## src/rtl/branch_resolve_queue.sv

```systemverilog
// Branch resolve queue: records predicted branches at fetch, takes out-of-order
// resolutions, retires in program order and drives predictor training/recovery.
module branch_resolve_queue #(
    parameter int unsigned DEPTH        = 8,
    parameter int unsigned HISTORY_BITS = 8,
    localparam int unsigned TAG_BITS    = $clog2(DEPTH)
) (
    input  logic                    clock,
    input  logic                    reset,
    input  logic                    alloc_valid,
    output logic                    alloc_ready,
    input  logic [31:0]             alloc_pc,
    input  logic                    alloc_pred_taken,
    input  logic [31:0]             alloc_pred_target,
    input  logic [HISTORY_BITS-1:0] alloc_ghr,
    output logic [TAG_BITS-1:0]     alloc_tag,
    input  logic                    resolve_valid,
    input  logic [TAG_BITS-1:0]     resolve_tag,
    input  logic                    resolve_taken,
    input  logic [31:0]             resolve_target,
    output logic                    update_en,
    output logic [31:0]             update_pc,
    output logic [31:0]             update_target,
    output logic                    update_taken,
    output logic                    mispredict,
    output logic [HISTORY_BITS-1:0] recover_ghr,
    output logic [31:0]             redirect_pc
);

    localparam int unsigned CNT_BITS = TAG_BITS + 1;
    localparam logic [CNT_BITS-1:0] CNT_FULL = CNT_BITS'(DEPTH);

    logic [TAG_BITS-1:0]     head;
    logic [TAG_BITS-1:0]     tail;
    logic [CNT_BITS-1:0]     count;
    logic [DEPTH-1:0]        ent_valid;
    logic [DEPTH-1:0]        ent_resolved;
    logic [DEPTH-1:0]        ent_pred_taken;
    logic [DEPTH-1:0]        ent_act_taken;
    logic [31:0]             ent_pc          [DEPTH];
    logic [31:0]             ent_pred_target [DEPTH];
    logic [31:0]             ent_act_target  [DEPTH];
    logic [HISTORY_BITS-1:0] ent_ghr         [DEPTH];

    logic                    alloc_fire;
    logic                    resolve_fire;
    logic                    retire_fire;
    logic                    retire_mismatch;
    logic [TAG_BITS-1:0]     head_next;

    // Handshake and retire decode from registered state only
    always_comb begin
        alloc_ready     = reset && (count != CNT_FULL) && !mispredict;
        alloc_tag       = tail;
        alloc_fire      = alloc_valid && alloc_ready;
        resolve_fire    = resolve_valid && ent_valid[resolve_tag];
        retire_fire     = ent_valid[head] && ent_resolved[head];
        retire_mismatch = (ent_pred_taken[head] != ent_act_taken[head]) ||
                          (ent_act_taken[head] && (ent_pred_target[head] != ent_act_target[head]));
        head_next       = head + TAG_BITS'(1);
    end

    // Pointers, occupancy and per-entry flags; a mispredicting retire flushes everything
    always_ff @(posedge clock) begin
        if (!reset) begin
            head         <= '0;
            tail         <= '0;
            count        <= '0;
            ent_valid    <= '0;
            ent_resolved <= '0;
        end else begin
            if (resolve_fire) begin
                ent_resolved[resolve_tag] <= 1'b1;
            end
            if (alloc_fire) begin
                ent_valid[tail]    <= 1'b1;
                ent_resolved[tail] <= 1'b0;
                tail               <= tail + TAG_BITS'(1);
            end
            if (retire_fire) begin
                ent_valid[head] <= 1'b0;
                head            <= head_next;
            end
            if (retire_fire && retire_mismatch) begin
                ent_valid <= '0;
                tail      <= head_next;
                count     <= '0;
            end else begin
                count <= count + CNT_BITS'(alloc_fire) - CNT_BITS'(retire_fire);
            end
        end
    end

    // Entry payload needs no reset: it is only read while the entry is valid
    always_ff @(posedge clock) begin
        if (alloc_fire) begin
            ent_pc[tail]          <= alloc_pc;
            ent_pred_taken[tail]  <= alloc_pred_taken;
            ent_pred_target[tail] <= alloc_pred_target;
            ent_ghr[tail]         <= alloc_ghr;
        end
        if (resolve_fire) begin
            ent_act_taken[resolve_tag]  <= resolve_taken;
            ent_act_target[resolve_tag] <= resolve_target;
        end
    end

    // Retire outputs: pulses last one cycle, payload holds until the next retire
    always_ff @(posedge clock) begin
        if (!reset) begin
            update_en     <= 1'b0;
            mispredict    <= 1'b0;
            update_pc     <= '0;
            update_target <= '0;
            update_taken  <= 1'b0;
            recover_ghr   <= '0;
            redirect_pc   <= '0;
        end else begin
            update_en  <= retire_fire;
            mispredict <= retire_fire && retire_mismatch;
            if (retire_fire) begin
                update_pc     <= ent_pc[head];
                update_target <= ent_act_target[head];
                update_taken  <= ent_act_taken[head];
                recover_ghr   <= ent_ghr[head];
                redirect_pc   <= ent_act_taken[head] ? ent_act_target[head]
                                                     : ent_pc[head] + 32'd4;
            end
        end
    end

endmodule

```

## config.mk

```make
export PLATFORM = sky130hd
export DESIGN_NAME = branch_resolve_queue
export DESIGN_NICKNAME = d
export VERILOG_FILES = /design/src/rtl/branch_resolve_queue.sv
export SDC_FILE = /design/constraint.sdc
export NUM_CORES = 1
export LEC_CHECK = 0
export ABC_AREA = 1
export CAP_MARGIN = 20
export CORE_MARGIN = 3
export CORE_UTILIZATION = 65
export DETAILED_ROUTE_END_ITERATION = 10
export DONT_BUFFER_PORTS = 1
export PLACE_DENSITY = 0.81
export REMOVE_ABC_BUFFERS = 1
export SYNTH_ARGS = -nofsm -noshare
export SYNTH_HDL_FRONTEND = slang
export SYNTH_SLANG_ARGS = --single-unit
export TNS_END_PERCENT = 5
```

## constraint.sdc

```tcl
create_clock -name clock -period 29.7 [get_ports clock]
set_clock_uncertainty 0.2 [all_clocks]
set_input_delay 2.97 -clock clock [delete_from_list [all_inputs] [get_ports clock]]
set_output_delay 2.97 -clock clock [all_outputs]
set_load 0.02 [all_outputs]
```

==> results.yml, run 1 <==
setup_path:
  worstPathMaxFanout: 48
  cp.required_ns: 26.53
  crit_slowest_cell: "a211oi_1"
  crit_family: "compound AO/OA/AOI/OAI gates"
  worst-path-buf-inv: 1
  crit_path_start_kind: "input pin"
  path_cells: "clkinv_2 > a211oi_1"
  reg2reg_slack_ns: 24.65
  critical_path_arrival_ns: 3.69
  path_class: "in2out"
  max_stage_delay_ns: 0.66
  cp-end-kind: "primary output"
detailed_routing:
  firstDrtPassIters: 7
  viasPerCell: 6.06
  ant_nets: 0
  drt_wl_total_mm: 109
  drc: 0
  drt_iter0_drc: 3745
  post_drt_wl_per_cell_um: 22.6
  vias: 29325
pwr:
  p_switching_w: 0.000575
  ir_drop_mv: 0.0602
  p_comb_share_pct: 2.8
  seqPwrFrac_pct: 53.8
  p_leak_nw: 17.1
  p_per_area_mw_per_mm2: 63.0
  swShare_pct: 20.3
  cell_internal_pwr_w: 0.00226
  clock_power_share_pct: 43.4
grt:
  grt-ovfl-total: 0
  grt_pass1_vias: 28457
  grt_max_degree: 148
  antenna_found_initial: 1
  grt_pass1_wl_mm: 164
  grtUsageTotal_pct: 32.6
floorplanning:
  num_rows: 92
  die_y_um: 259
  start_util_pct: 65.8
  io_pins: 224
  dieArea_mm2: 0.0669
  core-area_mm2: 0.0631
  die_w_um: 259
logic_synthesis:
  syn_inst: 3983
  synth_fa_ha_area_share_pct: 0.289
  synth-compound-area-share_pct: 7.96
  synth.avg_cell_area_um2: 10.4
  synth_warnings: 0
  ys_seq_area_share_pct: 67.9
  synthSimpleGateAreaFrac_pct: 17.7
  synth.distinct_cells: 44
  synth.cell_area_mm2: 0.0415
  synth_xor_area_share_pct: 0.169
  synth_top_family_by_area: "simple AND/OR/NAND/NOR gates"
  synthMuxAreaShare_pct: 0
  synth_seq_cells: 984
sta:
  slew_viol_final: 0
  fin_crit_ns: 6.86
  finalCritPeriodShare_pct: 23.1
  setup_viol: 0
  fmax_mhz: 146
  tightest_slew_ns: 1.06
  setup_ws_ns: 22.84
  hold_violations: 0
  tns_ns: 0
  slew_headroom_pct: 29.1
  rsz0062_at_grt: "false"
placement:
  gp_congestion: 0.924
  place_ws_ns: 22.85
  dp_hpwl_mm: 62.7
  placedCellCount: 4664
  portBuffers: 0
clock_tree:
  cts.reportedPaths.clkPinSlew_ns: 0.06
  cts_made_buffers: 94
  post_cts_buffers: 0
  cts.sinks: 984
  cts_buffer_depth: 3
  cts-resized-gates: 0
  tritoncts: "yes"
  cts.root.buffer_cell: "clkbuf_16"
  cts_hold_buf: 0
  h-tree-depth: 3
  clock_latency_ns: 0.67
cells_and_area:
  fin_cells: 4842
  diodes: 0
  synthToLayoutAreaGrowth_pct: 8.40
  nets: 4037
  drive_gt1_share_pct: 6.13
  fillers: 4216
flow_run:
  cap_violations: 0
worst_hold_path:
  hold_path_class: "reg2reg"
status:
  status: "finished, final reports clean"
## cell usage after synthesis
library cell / count / area (um^2)
nor4_1: 7 / 43.8
a31oi_1: 12 / 75.1
a21oi_1: 82 / 410
inv_1: 318 / 1190
nor2_1: 609 / 2290
or2_2: 1 / 6.26
o2111ai_1: 2 / 17.5
buf_12: 1 / 20.0
xor2_1: 7 / 61.3
o221ai_1: 2 / 17.5
o21ai_1: 91 / 455
nand3b_1: 1 / 7.51
o21a_1: 2 / 15.0
o21ai_0: 329 / 1650
clkbuf_1: 46 / 173
and2_1: 1 / 6.26
buf_6: 29 / 327
nand4_1: 11 / 68.8
buf_2: 76 / 380
nand3_1: 231 / 1160
nor3_1: 22 / 110
a211oi_1: 23 / 173
nand2_2: 2 / 12.5
buf_4: 36 / 270
nand2_1: 929 / 3490
fa_1: 1 / 20.0
dfxtp_1: 136 / 2720
nand3_2: 1 / 10.0
inv_2: 3 / 11.3
xnor2_1: 1 / 8.76
o211ai_1: 4 / 30.0
o21ai_2: 12 / 105
nand2_4: 2 / 22.5
o22ai_1: 54 / 338
nor2_4: 3 / 33.8
clkinv_1: 1 / 3.75
a32o_1: 1 / 10.0
a41oi_1: 1 / 8.76
clkbuf_2: 1 / 5.00
buf_1: 20 / 75.1
edfxtp_1: 848 / 25500
ha_1: 8 / 100
buf_8: 2 / 30.0
nor2_2: 14 / 87.6
## placed cells by master, fill, tap and decap left out, types with 4 or more instances in the layout
cell	instances
a211oi_1	23
a21oi_1	82
a31oi_1	12
buf_4	44
bufinv_16	13
clkbuf_1	24
clkbuf_16	95
clkbuf_8	5
clkinv_1	17
clkinv_2	14
dfxtp_1	133
edfxtp_1	848
ha_1	8
inv_1	315
inv_6	6
nand2_1	928
nand3_1	231
nand4_1	11
nor2_1	604
nor2_2	14
nor2_4	8
nor3_1	18
nor3_2	4
nor4_2	7
o211ai_1	4
o21ai_0	329
o21ai_1	91
o21ai_2	12
o22ai_1	54
xor2_1	7
## area by class of cell
| cell class | count | area (um^2) | share of cell area [%] |
|---|---|---|---|
| Tap cell | 846 | 1060 | 2.35 |
| Clock inverter | 53 | 643 | 1.43 |
| Inverter | 322 | 1230 | 2.73 |
| Clock buffer | 124 | 2540 | 5.64 |
| Sequential cell | 984 | 28200 | 62.7 |
| Multi-Input combinational cell | 2466 | 10900 | 24.3 |
| Timing Repair Buffer | 47 | 389 | 0.865 |
## path summary, 6_finish.rpt
check / start / endpoint / cells past startpoint
worst max register to register: flip-flop / alloc_tag[0] / 15
worst min register to register: ent_resolved[2] / ent_resolved[2] / 1
worst min-delay path: ent_resolved[2] / ent_resolved[2] / 1
worst max-delay path: reset / alloc_ready / 2
## stage by stage
stage	power (W)	utilization [%]	hold slack [ns]	instance area, um^2
2_1_floorplan	0.00161	-	0.235	40200
6_report	0.00283	71.3	0.282	45000
4_1_cts	0.00283	71.3	0.283	45000
5_1_grt	0.00290	71.3	0.311	45000
3_3_place_gp	0.00163	66.2	0.261	41800
3_5_place_dp	0.00163	66.2	0.268	41800
## logic make-up after synthesis
group / Yosys count
simple gates: 1834
flops: 984
compound gates: 615
buf+inv: 533
fa+ha+maj: 9
xor+xnor: 8
## layer usage
metal | vias to the layer above | part of all wire [%] | GRT usage [%]
met5 | - | 0.012 | 0
met4 | 2 | 4.5 | 15.1
met3 | 313 | 13 | 9.03
met2 | 1837 | 47 | 52.0
met1 | 13860 | 36 | 41.8
li1 | 13313 | - | -
## registers in the layout, indices dropped and copies added, names as in the netlist, 3 cells and up, named ones only
name	count
ent_pred_taken	8
count	4
ent_pred_target	256
recover_ghr	8
alloc_tag	3
redirect_pc	32
ent_ghr	64
ent_act_taken	8
ent_act_target	256
update_pc	32
ent_resolved	8
update_target	32
head	3
ent_pc	256
ent_valid	8
## power by group through the flow
| stage | sequential (W) | combinational (W) | clock [W] |
|---|---|---|---|
| 2_1_floorplan | 0.00156 | 0.0000494 | 0 |
| 3_3_place_gp | 0.00155 | 0.0000723 | 0 |
| 3_5_place_dp | 0.00155 | 0.0000743 | 0 |
| 4_1_cts | 0.00153 | 0.0000756 | 0.00123 |
| 5_1_grt | 0.00153 | 0.0000848 | 0.00129 |
| 6_report | 0.00153 | 0.0000779 | 0.00123 |
Note: power is estimated with default switching activity, not from simulation.
==> inputs of run 2 (changes only) <==
Settings changed: CORE_UTILIZATION 65 to 57, PLACE_DENSITY 0.81 to 0.75.
Clock period 29.7 ns to 5.9 ns, I/O delays scaled along.
==> results.yml, run 2 (same netlist as run 1, synthesis figures left out) <==
status:
  status: "finished, final reports clean"
sta:
  rsz0062_at_grt: "false"
  setup_ws_ns: 1.69
  slew_viol_final: 0
  fin_crit_ns: 4.21
  slew_headroom_pct: 24.9
  finalCritPeriodShare_pct: 71.3
  tns_ns: 0
  fmax_mhz: 238
  setup_viol: 0
  tightest_slew_ns: 1.13
  hold_violations: 0
  hold_slack_ns: 0.0930
cells_and_area:
  synthToLayoutAreaGrowth_pct: 11.8
  reg.largest.list: "ent_act_target: 256 flops, ent_pc: 256 flops, ent_pred_target: 256 flops"
  nets: 4149
  layout_common_cells: "928 x nand2_1, 848 x edfxtp_1, 604 x nor2_1"
  fillers: 5407
  layout_commonest_cell: "nand2_1"
  drive_gt1_share_pct: 6.26
pwr:
  p_leak_nw: 17.6
  p_per_area_mw_per_mm2: 309
  ir_drop_mv: 0.264
setup_path:
  worstPathMaxFanout: 175
  worst-path-buf-inv: 2
  cp.required_ns: 6.18
  crit_path_start_kind: "flip-flop"
  reg2reg_to: "redirect_pc[26]"
  path_class: "reg2reg"
  crit_slowest_cell: "dfxtp_4"
  cp-end-kind: "flip-flop"
  max_stage_delay_ns: 0.59
  path_cells: "buf_12 > o21ai_0 > o211ai_1 > o21ai_1 > inv_1 > ha_1 > nand2_1 > nor2_1 > nand2_1 > nor2_1 > nand3_1 > nand2_1 > nand3_1 > nand2_1 > a21oi_1"
  cp_common_cell: "nand2_1"
  reg2reg_slack_ns: 1.69
  r2r_cells: 15
  critical_path_arrival_ns: 4.49
  crit_family: "simple AND/OR/NAND/NOR gates"
clock_tree:
  tritoncts: "yes"
  cts_buffer_depth: 3
  cts.root.buffer_cell: "clkbuf_16"
  cts-resized-gates: 0
  cts_made_buffers: 96
  clock_latency_ns: 0.66
  post_cts_buffers: 0
  cts.sinks: 984
  h-tree-depth: 3
  cts.reportedPaths.clkPinSlew_ns: 0.06
  cts_hold_buf: 113
floorplanning:
  io_pins: 224
  die_y_um: 276
  start_util_pct: 57.8
  core-area_mm2: 0.0719
  dieArea_mm2: 0.0761
  die_w_um: 276
  num_rows: 98
grt:
  grt_max_degree: 176
  grt-ovfl-total: 0
  grt_pass1_vias: 27411
  grtUsageTotal_pct: 28.9
  grt_pass1_wl_mm: 165
  antenna_found_initial: 10
detailed_routing:
  drt_wl_total_mm: 111
  firstDrtPassIters: 6
  drc: 0
  drt_iter0_drc: 3323
  vias: 29172
  post_drt_wl_per_cell_um: 21.9
  viasPerCell: 5.76
  ant_nets: 0
worst_hold_path:
  min_from: "reset"
  holdPathStages: 2
  hold_path_class: "in2reg"
  holdPathEnd: "update_pc[1]"
placement:
  gp_congestion: 0.897
  dp_hpwl_mm: 64.1
  place_ws_ns: 1.87
  portBuffers: 0
flow_run:
  cap_violations: 0
==> run 2: layout make-up <==
type | instances | area, um^2 | area share [%]
antenna | 7 | 17.5 | 0.0377
sequential | 984 | 28200 | 60.7
clock buffer | 127 | 2690 | 5.79
timing repair buffer | 157 | 1680 | 3.62
multi-input combinational | 2466 | 10900 | 23.6
clock inverter | 52 | 484 | 1.04
tap | 950 | 1190 | 2.56
inverter | 322 | 1230 | 2.64
==> run 2: worst max-delay path by stage <==
| stage | start | to | depth (start not counted) |
|---|---|---|---|
| global placement | flip-flop | alloc_tag[0] | 14 |
| floorplan | flip-flop | redirect_pc[22] | 16 |
| finish | flip-flop | redirect_pc[26] | 15 |
| detailed placement | flip-flop | redirect_pc[26] | 16 |
| global route | flip-flop | redirect_pc[26] | 15 |
| CTS | flip-flop | redirect_pc[26] | 16 |
==> run 2: metal layers <==
layer | part of all wire [%] | vias up | GRT usage (%)
li1 | - | 13561 | -
met1 | 38 | 13827 | 37.7
met2 | 47 | 1519 | 46.0
met3 | 12 | 257 | 8.56
met4 | 3.9 | 8 | 11.3
met5 | 0.033 | - | 0
==> run 2: power breakdown <==
| group | switching [W] | leakage, nW | internal, W |
|---|---|---|---|
| logic | 0.000379 | 7.32 | 0.000156 |
| registers | 0.0000277 | 8.74 | 0.00765 |
| clock network | 0.00261 | 1.56 | 0.00353 |
| total | 0.00302 | 17.6 | 0.0113 |
==> run 2: through the flow <==
step	power, W	instance area [um^2]	utilization (%)	std cells
final	0.0143	46400	64.6	5065
after global routing	0.0147	46400	64.6	5062
after CTS	0.0144	46400	64.6	5058
after detailed placement	0.00821	42100	58.6	4766
after global placement	0.00820	42100	58.6	4766
after floorplan	0.00809	40200	-	3772
